<file path="src/rtl/nap_pkg.sv">
// Shared types and constants for the nap countdown timer.
// Latency: n/a (declarations only).
// Backpressure: n/a (declarations only).
package nap_pkg;

    // One BCD digit.
    localparam int DIG_W = 4;

    // Default wrap values: seconds-tens wraps to 5, every other digit to 9.
    localparam logic [DIG_W-1:0] DIG_MAX_DFLT      = 4'd9;
    localparam logic [DIG_W-1:0] SEC_TENS_MAX_DFLT = 4'd5;

    // Width of the post-expiry alarm tick counter (ALARM_TICKS is 1..255).
    localparam int ALARM_CNT_W = 8;

    typedef enum logic [2:0] {
        IDLE   = 3'd0,
        ARMED  = 3'd1,
        RUN    = 3'd2,
        PAUSED = 3'd3,
        ALARM  = 3'd4
    } nap_state_t;

    // Saturate a loaded digit to its legal maximum.
    function automatic logic [DIG_W-1:0] clamp_digit(input logic [DIG_W-1:0] d,
                                                      input logic [DIG_W-1:0] lim);
        return (d > lim) ? lim : d;
    endfunction

endpackage

</file>
<file path="src/rtl/bcd_digit_dec.sv">
// One stage of the BCD borrow chain: decrements a digit when borrow-in is set.
// Latency: combinational, zero cycles.
// Backpressure: none.
//
// Ports:
//   in   [3:0]  current digit value
//   bin         borrow in (decrement request for this digit)
//   max  [3:0]  value the digit wraps to when decremented from 0
//   out  [3:0]  next digit value
//   bout        borrow out to the next more significant digit
module bcd_digit_dec
    import nap_pkg::*;
(
    input  logic [DIG_W-1:0] in,
    input  logic             bin,
    input  logic [DIG_W-1:0] max,
    output logic [DIG_W-1:0] out,
    output logic             bout
);

    always_comb begin
        out  = in;
        bout = 1'b0;
        if (bin) begin
            if (in == '0) begin
                out  = max;
                bout = 1'b1;
            end else begin
                out = in - DIG_W'(1);
            end
        end
    end

endmodule

</file>
<file path="src/rtl/nap_countdown.sv">
// MM:SS BCD countdown timer with run/pause control and a self-clearing alarm.
// Latency: every output is a flop; an input effect is visible one cycle after the sampling edge.
// Backpressure: none; inputs are level/pulse commands sampled every rising edge.
//
// Ports:
//   clock            system clock, rising edge
//   reset            asynchronous, active-high
//   tick             single-cycle 1 Hz enable
//   load             capture set_min/set_sec (sanitised) into the count
//   set_min/set_sec  BCD {tens,ones} load values
//   start / pause    resume / suspend countdown
//   ack              clear the alarm
//   min / sec        current BCD count
//   running / alarm  high while in RUN / ALARM
module nap_countdown
    import nap_pkg::*;
#(
    parameter int unsigned      ALARM_TICKS  = 10,
    parameter logic [DIG_W-1:0] SEC_TENS_MAX = SEC_TENS_MAX_DFLT,
    parameter logic [DIG_W-1:0] DIG_MAX      = DIG_MAX_DFLT
) (
    input  logic       clock,
    input  logic       reset,
    input  logic       tick,
    input  logic       load,
    input  logic [7:0] set_min,
    input  logic [7:0] set_sec,
    input  logic       start,
    input  logic       pause,
    input  logic       ack,
    output logic [7:0] min,
    output logic [7:0] sec,
    output logic       running,
    output logic       alarm
);

    localparam logic [ALARM_CNT_W-1:0] ALARM_LAST = ALARM_CNT_W'(ALARM_TICKS - 1);

    nap_state_t             state;
    nap_state_t             state_nxt;
    logic [7:0]             min_nxt;
    logic [7:0]             sec_nxt;
    logic [ALARM_CNT_W-1:0] alarm_cnt;
    logic [ALARM_CNT_W-1:0] alarm_cnt_nxt;

    logic [7:0] load_min;
    logic [7:0] load_sec;
    logic       count_nz;

    // Load sanitising: out-of-range digits saturate rather than being rejected.
    assign load_min = {clamp_digit(set_min[7:4], DIG_MAX), clamp_digit(set_min[3:0], DIG_MAX)};
    assign load_sec = {clamp_digit(set_sec[7:4], SEC_TENS_MAX), clamp_digit(set_sec[3:0], DIG_MAX)};
    assign count_nz = (min != 8'h00) || (sec != 8'h00);

    // Borrow chain, least significant digit first. The chain is always
    // evaluated; its result is only used on a RUN tick.
    logic [DIG_W-1:0] so_out, st_out, mo_out, mt_out;
    logic             so_bout, st_bout, mo_bout, mt_bout;
    logic             dec_expire;

    bcd_digit_dec u_sec_ones (
        .in   (sec[3:0]),
        .bin  (1'b1),
        .max  (DIG_MAX),
        .out  (so_out),
        .bout (so_bout)
    );

    bcd_digit_dec u_sec_tens (
        .in   (sec[7:4]),
        .bin  (so_bout),
        .max  (SEC_TENS_MAX),
        .out  (st_out),
        .bout (st_bout)
    );

    bcd_digit_dec u_min_ones (
        .in   (min[3:0]),
        .bin  (st_bout),
        .max  (DIG_MAX),
        .out  (mo_out),
        .bout (mo_bout)
    );

    bcd_digit_dec u_min_tens (
        .in   (min[7:4]),
        .bin  (mo_bout),
        .max  (DIG_MAX),
        .out  (mt_out),
        .bout (mt_bout)
    );

    // Expiry when the decremented value is 00:00. A borrow out of minutes-tens
    // would mean decrementing from 00:00, which RUN never holds; it is folded
    // into expiry so the timer can never wrap to 99:59 and keep running.
    assign dec_expire = ({mt_out, mo_out, st_out, so_out} == 16'h0000) || mt_bout;

    // Commands that have no meaning in the current state are ignored outright
    // rather than masking lower-priority commands (e.g. load in RUN does not
    // block pause, start in RUN does not block tick).
    always_comb begin
        state_nxt     = state;
        min_nxt       = min;
        sec_nxt       = sec;
        alarm_cnt_nxt = alarm_cnt;

        unique case (state)
            IDLE: begin
                if (load) begin
                    min_nxt   = load_min;
                    sec_nxt   = load_sec;
                    state_nxt = ARMED;
                end
            end

            ARMED: begin
                if (load) begin
                    min_nxt = load_min;
                    sec_nxt = load_sec;
                end else if (start && count_nz) begin
                    state_nxt = RUN;
                end
            end

            RUN: begin
                if (pause) begin
                    state_nxt = PAUSED;
                end else if (tick) begin
                    min_nxt = {mt_out, mo_out};
                    sec_nxt = {st_out, so_out};
                    if (dec_expire) begin
                        state_nxt     = ALARM;
                        alarm_cnt_nxt = '0;
                    end
                end
            end

            PAUSED: begin
                if (load) begin
                    min_nxt   = load_min;
                    sec_nxt   = load_sec;
                    state_nxt = ARMED;
                end else if (start) begin
                    state_nxt = RUN;
                end
            end

            ALARM: begin
                if (ack) begin
                    state_nxt     = IDLE;
                    alarm_cnt_nxt = '0;
                end else if (tick) begin
                    if (alarm_cnt == ALARM_LAST) begin
                        state_nxt     = IDLE;
                        alarm_cnt_nxt = '0;
                    end else begin
                        alarm_cnt_nxt = alarm_cnt + ALARM_CNT_W'(1);
                    end
                end
            end

            default: begin
                state_nxt     = IDLE;
                alarm_cnt_nxt = '0;
            end
        endcase
    end

    // running/alarm are registered from the next state so they flip on the
    // same edge as the state register and the count.
    always_ff @(posedge clock or posedge reset) begin
        if (reset) begin
            state     <= IDLE;
            min       <= 8'h00;
            sec       <= 8'h00;
            alarm_cnt <= '0;
            running   <= 1'b0;
            alarm     <= 1'b0;
        end else begin
            state     <= state_nxt;
            min       <= min_nxt;
            sec       <= sec_nxt;
            alarm_cnt <= alarm_cnt_nxt;
            running   <= (state_nxt == RUN);
            alarm     <= (state_nxt == ALARM);
        end
    end

endmodule
</file>
<file path="config.mk">
export PLATFORM = sky130hd
export DESIGN_NAME = nap_countdown
export DESIGN_NICKNAME = d
export VERILOG_FILES = /design/src/rtl/nap_pkg.sv /design/src/rtl/bcd_digit_dec.sv /design/src/rtl/nap_countdown.sv
export SDC_FILE = /design/constraint.sdc
export NUM_CORES = 1
export LEC_CHECK = 0
export ABC_AREA = 1
export BUFFER_PORTS_ARGS = -buffer_cell sky130_fd_sc_hd__buf_4
export CORE_MARGIN = 3
export CORE_UTILIZATION = 54
export CTS_CLUSTER_DIAMETER = 40
export DETAILED_ROUTE_END_ITERATION = 7
export PLACE_DENSITY_LB_ADDON = 0.15
export REMOVE_ABC_BUFFERS = 1
export SLEW_MARGIN = 20
export SYNTH_ARGS = -nofsm -noshare
export SYNTH_HDL_FRONTEND = slang
export SYNTH_SLANG_ARGS = --single-unit
</file>
<file path="constraint.sdc">
create_clock -name clock -period 5.2 [get_ports clock]
set_input_delay 0 -clock clock [delete_from_list [all_inputs] [get_ports clock]]
set_output_delay 0 -clock clock [all_outputs]
set_load 0.05 [all_outputs]
</file>
# Word level (Yosys, flattened, before mapping)
# Index checks and enable logic that the tools add are counted.
# W data, S select, Z words.
classes:
  n_bitwise: 1
  multipliers: 0
  reduce_logical: 15
  shifts: 0
  n_eq_ne: 12
  mux: 45
  addsub: 5
  n_div: 0
  order_cmp: 4
op_table:
  columns: ["op", "n"]
  rows:
  - ["$mux W8", 12]
  - ["$mux W4", 11]
  - ["$mux W3", 11]
  - ["$pmux W8 S2", 2]
  - ["$pmux W8 S3", 1]
  - ["$logic_not A16 Y1", 1]
  - ["$logic_not A4 Y1", 4]
  - ["$reduce_bool A8 Y1", 2]
  - ["$sub A4 B1 Y4 const B", 4]
  - ["$pmux W3 S5", 1]
  - ["$gt A4 B4 Y1 const B", 3]
  - ["$eq A3 B2 Y1 const B", 3]
  - ["$add A8 B1 Y8 const B", 1]
  - ["$eq A8 B4 Y1 const B", 1]
  - ["$mux W1", 7]
  - ["$eq A3 B3 Y1 const B", 2]
  - ["$ne A2 B2 Y1 const B", 3]
  - ["$reduce_and A5 Y1", 1]
  - ["$gt A4 B3 Y1 const B", 1]
  - ["$reduce_and A4 Y1", 1]
  - ["$eq A3 B1 Y1 const B", 1]
  - ["$logic_not A3 Y1", 1]
  - ["$ne A3 B3 Y1 const B", 1]
  - ["$reduce_or A3 Y1", 1]
  - ["5 further kinds", 6]
word_totals:
  word_cells: 88
  latchBits: 0
  inputBits: 23
  ram_bits: 0
  mem_bits_ro: 0
  mem_count: 0
  ff_bits: 29

# Longest topological paths before layout
logic_depth:
  ltp_word: 12
  mapped_depth: 13
  mapped_depth_nobuf: 13

# Cells and area by module
# A second synthesis with hierarchy kept.
unflattened:
  hier_cells: 419
  hier_area_um2: 2506.2
by_module_without_submodules:
  columns: ["mod", "area_per_inst_um2", "instances", "seq_area_each_um2", "cells_per_inst"]
  rows:
  - ["nap_countdown", 1835.5, 1, 725.7, 271]
  - ["bcd_digit_dec", 167.7, 4, 0.0, 37]

# Worst setup path after synthesis
# No wires, ideal clock.
synth_timing:
  path_type: "register to register"
  from: "reg sec[5]"
  to: "reg alarm_cnt[0]"
  setup_slack_ns: 3.243
  stages_incl_launch_ff: 13
  n_path_buf: 0
  required_time_ns: 5.083
  arrival_ns: 1.840
  synth_period_minus_slack_ns: 1.957
  path_cell_list: "dfrtp_1 > nor2_2 > nand2_1 > nor2_8 > nand2_2 > nand2_1 > nand3_1 > nor2_1 > nand3_2 > nand3_2 > nand2_2 > nand2_1 > nand2_1"
synth_between:
  elab_chain_cells: 9
  word_cells_on_any_way: 14
  cone_classes: "add/sub (1); eq/ne (1); mux (8); reduce/logical (4)"
synth_rtl:
  columns: ["item", "line_no", "text"]
  rows:
  - ["from (decl)", "nap_countdown.sv:32", "output logic [7:0] sec,"]
  - ["from (signal assigned)", "nap_countdown.sv:182", "sec <= sec_nxt;"]
  - ["parallel branches: the longest is 6 deep, another holds $sub A4 B1 Y4", null, null]
  - ["$logic_or A1 B1 Y1 *", "nap_countdown.sv:96", "assign dec_expire = ({mt_out, mo_out, st_out, so_out} == 16'h0000) || mt_bout;"]
  - ["$ne A2 B2 Y1 (no source line) *", null, null]
  - ["$reduce_and A5 Y1 (no source line) *", null, null]
  - ["to (signal assigned)", "nap_countdown.sv:183", "alarm_cnt <= alarm_cnt_nxt;"]
  - ["to (decl)", "nap_countdown.sv:43", "logic [ALARM_CNT_W-1:0] alarm_cnt;"]
# Mark *: on every way between the ends.
# A chain may end at the register's enable or synchronous reset.

# Worst setup path after layout
layout_timing:
  from: "reg state[0]"
  to: "reg alarm_cnt[5]"
layout_between:
  elab_chain_cells: 4
  word_cells_on_any_way: 13
  cone_classes: "eq/ne (8); mux (1); bitwise (1); reduce/logical (3)"
layout_rtl:
  columns: ["item", "line_no", "text"]
  rows:
  - ["from (decl)", "nap_countdown.sv:39", "nap_state_t state;"]
  - ["from (signal assigned)", "nap_countdown.sv:180", "state <= state_nxt;"]
  - ["$eq A3 B2 Y1, or another cell as far along", "nap_countdown.sv:107", "unique case (state)"]
  - ["$reduce_or A3 Y1 (no source line)", null, null]
  - ["$not A1 Y1 (no source line)", null, null]
  - ["$reduce_and A5 Y1 (no source line)", null, null]
# Several ways; a longest one is shown, not always the timed one.

==> results_tabular.tex <==
\begin{tabular}{lr}
\hline
Metric & Value \\
\hline
\multicolumn{2}{l}{\textbf{Outcome}} \\
Run status & complete, no violations \\
\multicolumn{2}{l}{\textbf{GRT}} \\
Overflow left after global routing & 0 \\
Number of global-route vias before repair & between 1500 and 2000 \\
Largest net degree at the start of global routing & 30 \\
Initial antenna violation count & 0 \\
First-pass GRT wire length & around 8.0 mm \\
Combined global-route utilization of all metal layers & 23.39\% \\
\multicolumn{2}{l}{\textbf{Worst hold path}} \\
Worst hold path type & in -> reg \\
\multicolumn{2}{l}{\textbf{Die}} \\
Boundary Pins & 41 \\
Std-Cell Rows & 21 \\
Die width & 66.97 um \\
Y dimension of the die & 66.97 um \\
Area of the die & 4484 um\^{}2 \\
Area of the placeable core & roughly 3500 um\^{}2 \\
Starting density of the core & 57.86\% \\
\multicolumn{2}{l}{\textbf{Routing}} \\
Total routed wirelength & 4.787 mm \\
Number of detailed-routing iterations run before antenna repair & 4 \\
DRT antenna net count & 0 \\
Drt wl/cell & 12.87 um \\
Via density & 5.425 \\
Total vias in the final route & 2018 \\
DRT iter0 DRCs & 131 \\
DRC violation count after routing & 0 \\
\multicolumn{2}{l}{\textbf{Cells and area}} \\
Inserted Diodes & 0 \\
Ratio of cells with drive above 1 in the final layout & 20.25\% \\
Final layout net count & about 350 \\
Synth-to-layout area growth & 21.95\% \\
\multicolumn{2}{l}{\textbf{Power}} \\
Lkg Pwr & between 0.001 and 0.0015 uW \\
Overall Power & 1425 uW \\
Power Dens Cells & 582.3 nW/um\^{}2 \\
Worst IR drop on VDD & 0.0003168 V \\
\multicolumn{2}{l}{\textbf{Clock tree}} \\
Clock latency of the later-clocked register in the worst-skew pair & 290 ps \\
Bufs on Longest Clock Path & 2 \\
Postcts setup bufs & 0 \\
Number of buffers created by CTS & 5 \\
CTS tree & built \\
CTS Root Cell & sky130\_fd\_sc\_hd\_\_clkbuf\_8 \\
Level count of the clock H-tree & 2 \\
Sinks on Clock Net & 29 \\
Clk slew on worst S/H paths & 70 ps \\
Resized Gates After CTS & 0 \\
\multicolumn{2}{l}{\textbf{STA}} \\
Final TNS setup & 0 ps \\
Time the final worst path needs with I/O delays and setup & 2369 ps \\
Post-route worst hold slack & 11.55 ps \\
Setup repair after global routing missed its margin & no \\
Max Clock Skew & 7.283 ps \\
Slew HR & a little under two thirds \\
Peak Freq & 422.1 MHz \\
Final period util & 45.56\% \\
Count of endpoints failing setup in the final report & 0 \\
Transition time at the pin with the least slew margin & 545.4 ps \\
Number of failing hold endpoints at the final stage & 0 \\
Number of pins with negative max-slew slack in the final report & 0 \\
\multicolumn{2}{l}{\textbf{Logic synthesis}} \\
Cell type with the highest aggregate area in the netlist & sky130\_fd\_sc\_hd\_\_dfrtp\_1 \\
Combined area of all synthesized cells & 2007 um\^{}2 \\
Number of flops mapped to enable cells by yosys & 0 \\
Ranking of synthesized cells by area & sky130\_fd\_sc\_hd\_\_dfrtp\_1 36\%, sky130\_fd\_sc\_hd\_\_nand2\_1 12\%, sky130\_fd\_sc\_hd\_\_inv\_1 6.7\% \\
Post-synth top flop & sky130\_fd\_sc\_hd\_\_dfrtp\_1 \\
Count of distinct cell types in the synthesized netlist & 36 \\
Post-synthesis register bit count & 29 \\
Number of warnings reported in the yosys synthesis log & 0 \\
Share of async-settable or async-resettable flops after synthesis & 100.0\% \\
Share of the synthesized area in the top cell type & roughly 36\% \\
Share of the yosys chip area belonging to registers & 36.16\% \\
Synth Area per Inst & about 7.1 um\^{}2 \\
Synthesized instance count & 283 \\
\multicolumn{2}{l}{\textbf{Worst setup path}} \\
Sort of element at the start of the critical path & flop \\
Required time at the worst-slack endpoint & 5380 ps \\
Data arrival time at the worst-slack endpoint & 2550 ps \\
Critical Path Sink Type & flop \\
Crit Path Class & reg -> reg \\
Worst-path maximum fanout & 17 \\
\multicolumn{2}{l}{\textbf{Job}} \\
Max-capacitance violation count & 0 \\
\multicolumn{2}{l}{\textbf{Place}} \\
Final weighted congestion in routability-driven placement & 0.9006 \\
Post-DP HPWL & 3.542 mm \\
\# port buffers & 40 \\
\hline
\end{tabular}
==> flip-flops by register name, indices dropped and copies added (netlist names) <==
name,count
alarm_cnt,8
running,1
min,8
state,3
sec,8
alarm,1
==> metal layers <==
metal,track usage [%],vias to the layer above,share of wire (%)
li1,-,1031,-
met1,27.25,915,42
met2,42.20,64,51
met3,4.722,8,6.0
met4,7.848,0,1.2
met5,0,-,0
==> cells by family after synthesis <==
| group | count (synthesis) | synth area share, % |
|---|---|---|
| buf+inv | 43 | 8.852 |
| xor+xnor | 8 | 3.866 |
| simple gates | 148 | 35.16 |
| flops | 29 | 36.16 |
| compound gates | 53 | 14.71 |
| fa+ha+maj | 2 | 1.247 |
==> per-stage QoR <==
step	instances	setup WS [ps]	area (um^2)	utilization (%)
floorplan	277	3153	1968	-
global placement	364	2889	2333	67.28
global route	372	2461	2447	70.56
detailed placement	364	2818	2333	67.28
CTS	372	2834	2447	70.56
finish	372	2831	2447	70.56
==> worst max-delay path, cell delays in order (launching register included) <==
cell and delay [ps]:
sky130_fd_sc_hd__dfrtp_1 400, sky130_fd_sc_hd__inv_1 90, sky130_fd_sc_hd__nand2_1 80, sky130_fd_sc_hd__nand2_1 410, sky130_fd_sc_hd__inv_1 350, sky130_fd_sc_hd__nor3_2 570
sky130_fd_sc_hd__nand2_2 210, sky130_fd_sc_hd__nand2_1 100, sky130_fd_sc_hd__nand2_1 50
==> what timing repair did <==
action | CTS | global route
hold buffers | 1 | 0
hold endpoints to repair | 29 | 0
setup endpoints to repair | 0 | 0
==> worst paths after layout <==
kind	cells after the start	startpoint	slack (ps)	end
hold / removal	3	set_min[0]	10	min[0]
setup reg to reg	8	state[0]	2830	alarm_cnt[5]
max in group asynchronous	4	reset	4540	min[3]
min in group asynchronous	4	reset	380	sec[1]
setup / recovery	8	state[0]	2830	alarm_cnt[5]
hold reg to reg	2	alarm_cnt[7]	480	alarm_cnt[7]
==> cells in the mapped netlist (all sizes together), types with 2 or more instances <==
master,number
inv,37
a31oi,4
dfrtp,29
clkbuf,2
buf,4
nand4,6
xor2,7
a21oi,18
o21ai,22
ha,2
nor4,5
nand2,69
o22ai,3
nand3,27
nor2,31
nor3,9
==> cells in the final DEF (no fill, tap or decap), drive strengths merged <==
cell,instances
a21oi,18
a22oi,1
a31oi,4
buf,41
bufinv,1
clkbuf,5
clkinv,1
dfrtp,29
dlygate4sd3,1
ha,2
inv,37
nand2,69
nand3,27
nand3b,1
nand4,6
nor2,31
nor3,9
nor4,5
o2111ai,1
o211ai,1
o21a,1
o21ai,22
o21bai,1
o22ai,3
o311ai,1
xnor2,1
xor2,7
==> report_power, final <==
part           switching (uW)  total [uW]  leakage [uW]  internal, uW
logic                     577         822      0.000794           245
clock network            87.8         227     0.0000540           139
registers                81.3         376      0.000372           295
==> final cells by class <==
type | instances | area (um^2)
inverter | 37 | 138.9
sequential | 29 | 725.7
clock buffer | 5 | 68.82
clock inverter | 2 | 35.03
tap | 46 | 57.56
timing repair buffer | 42 | 317.8
multi-input combinational | 211 | 1104
fill | 305 | 1021
(Power assumes the default switching activity.)
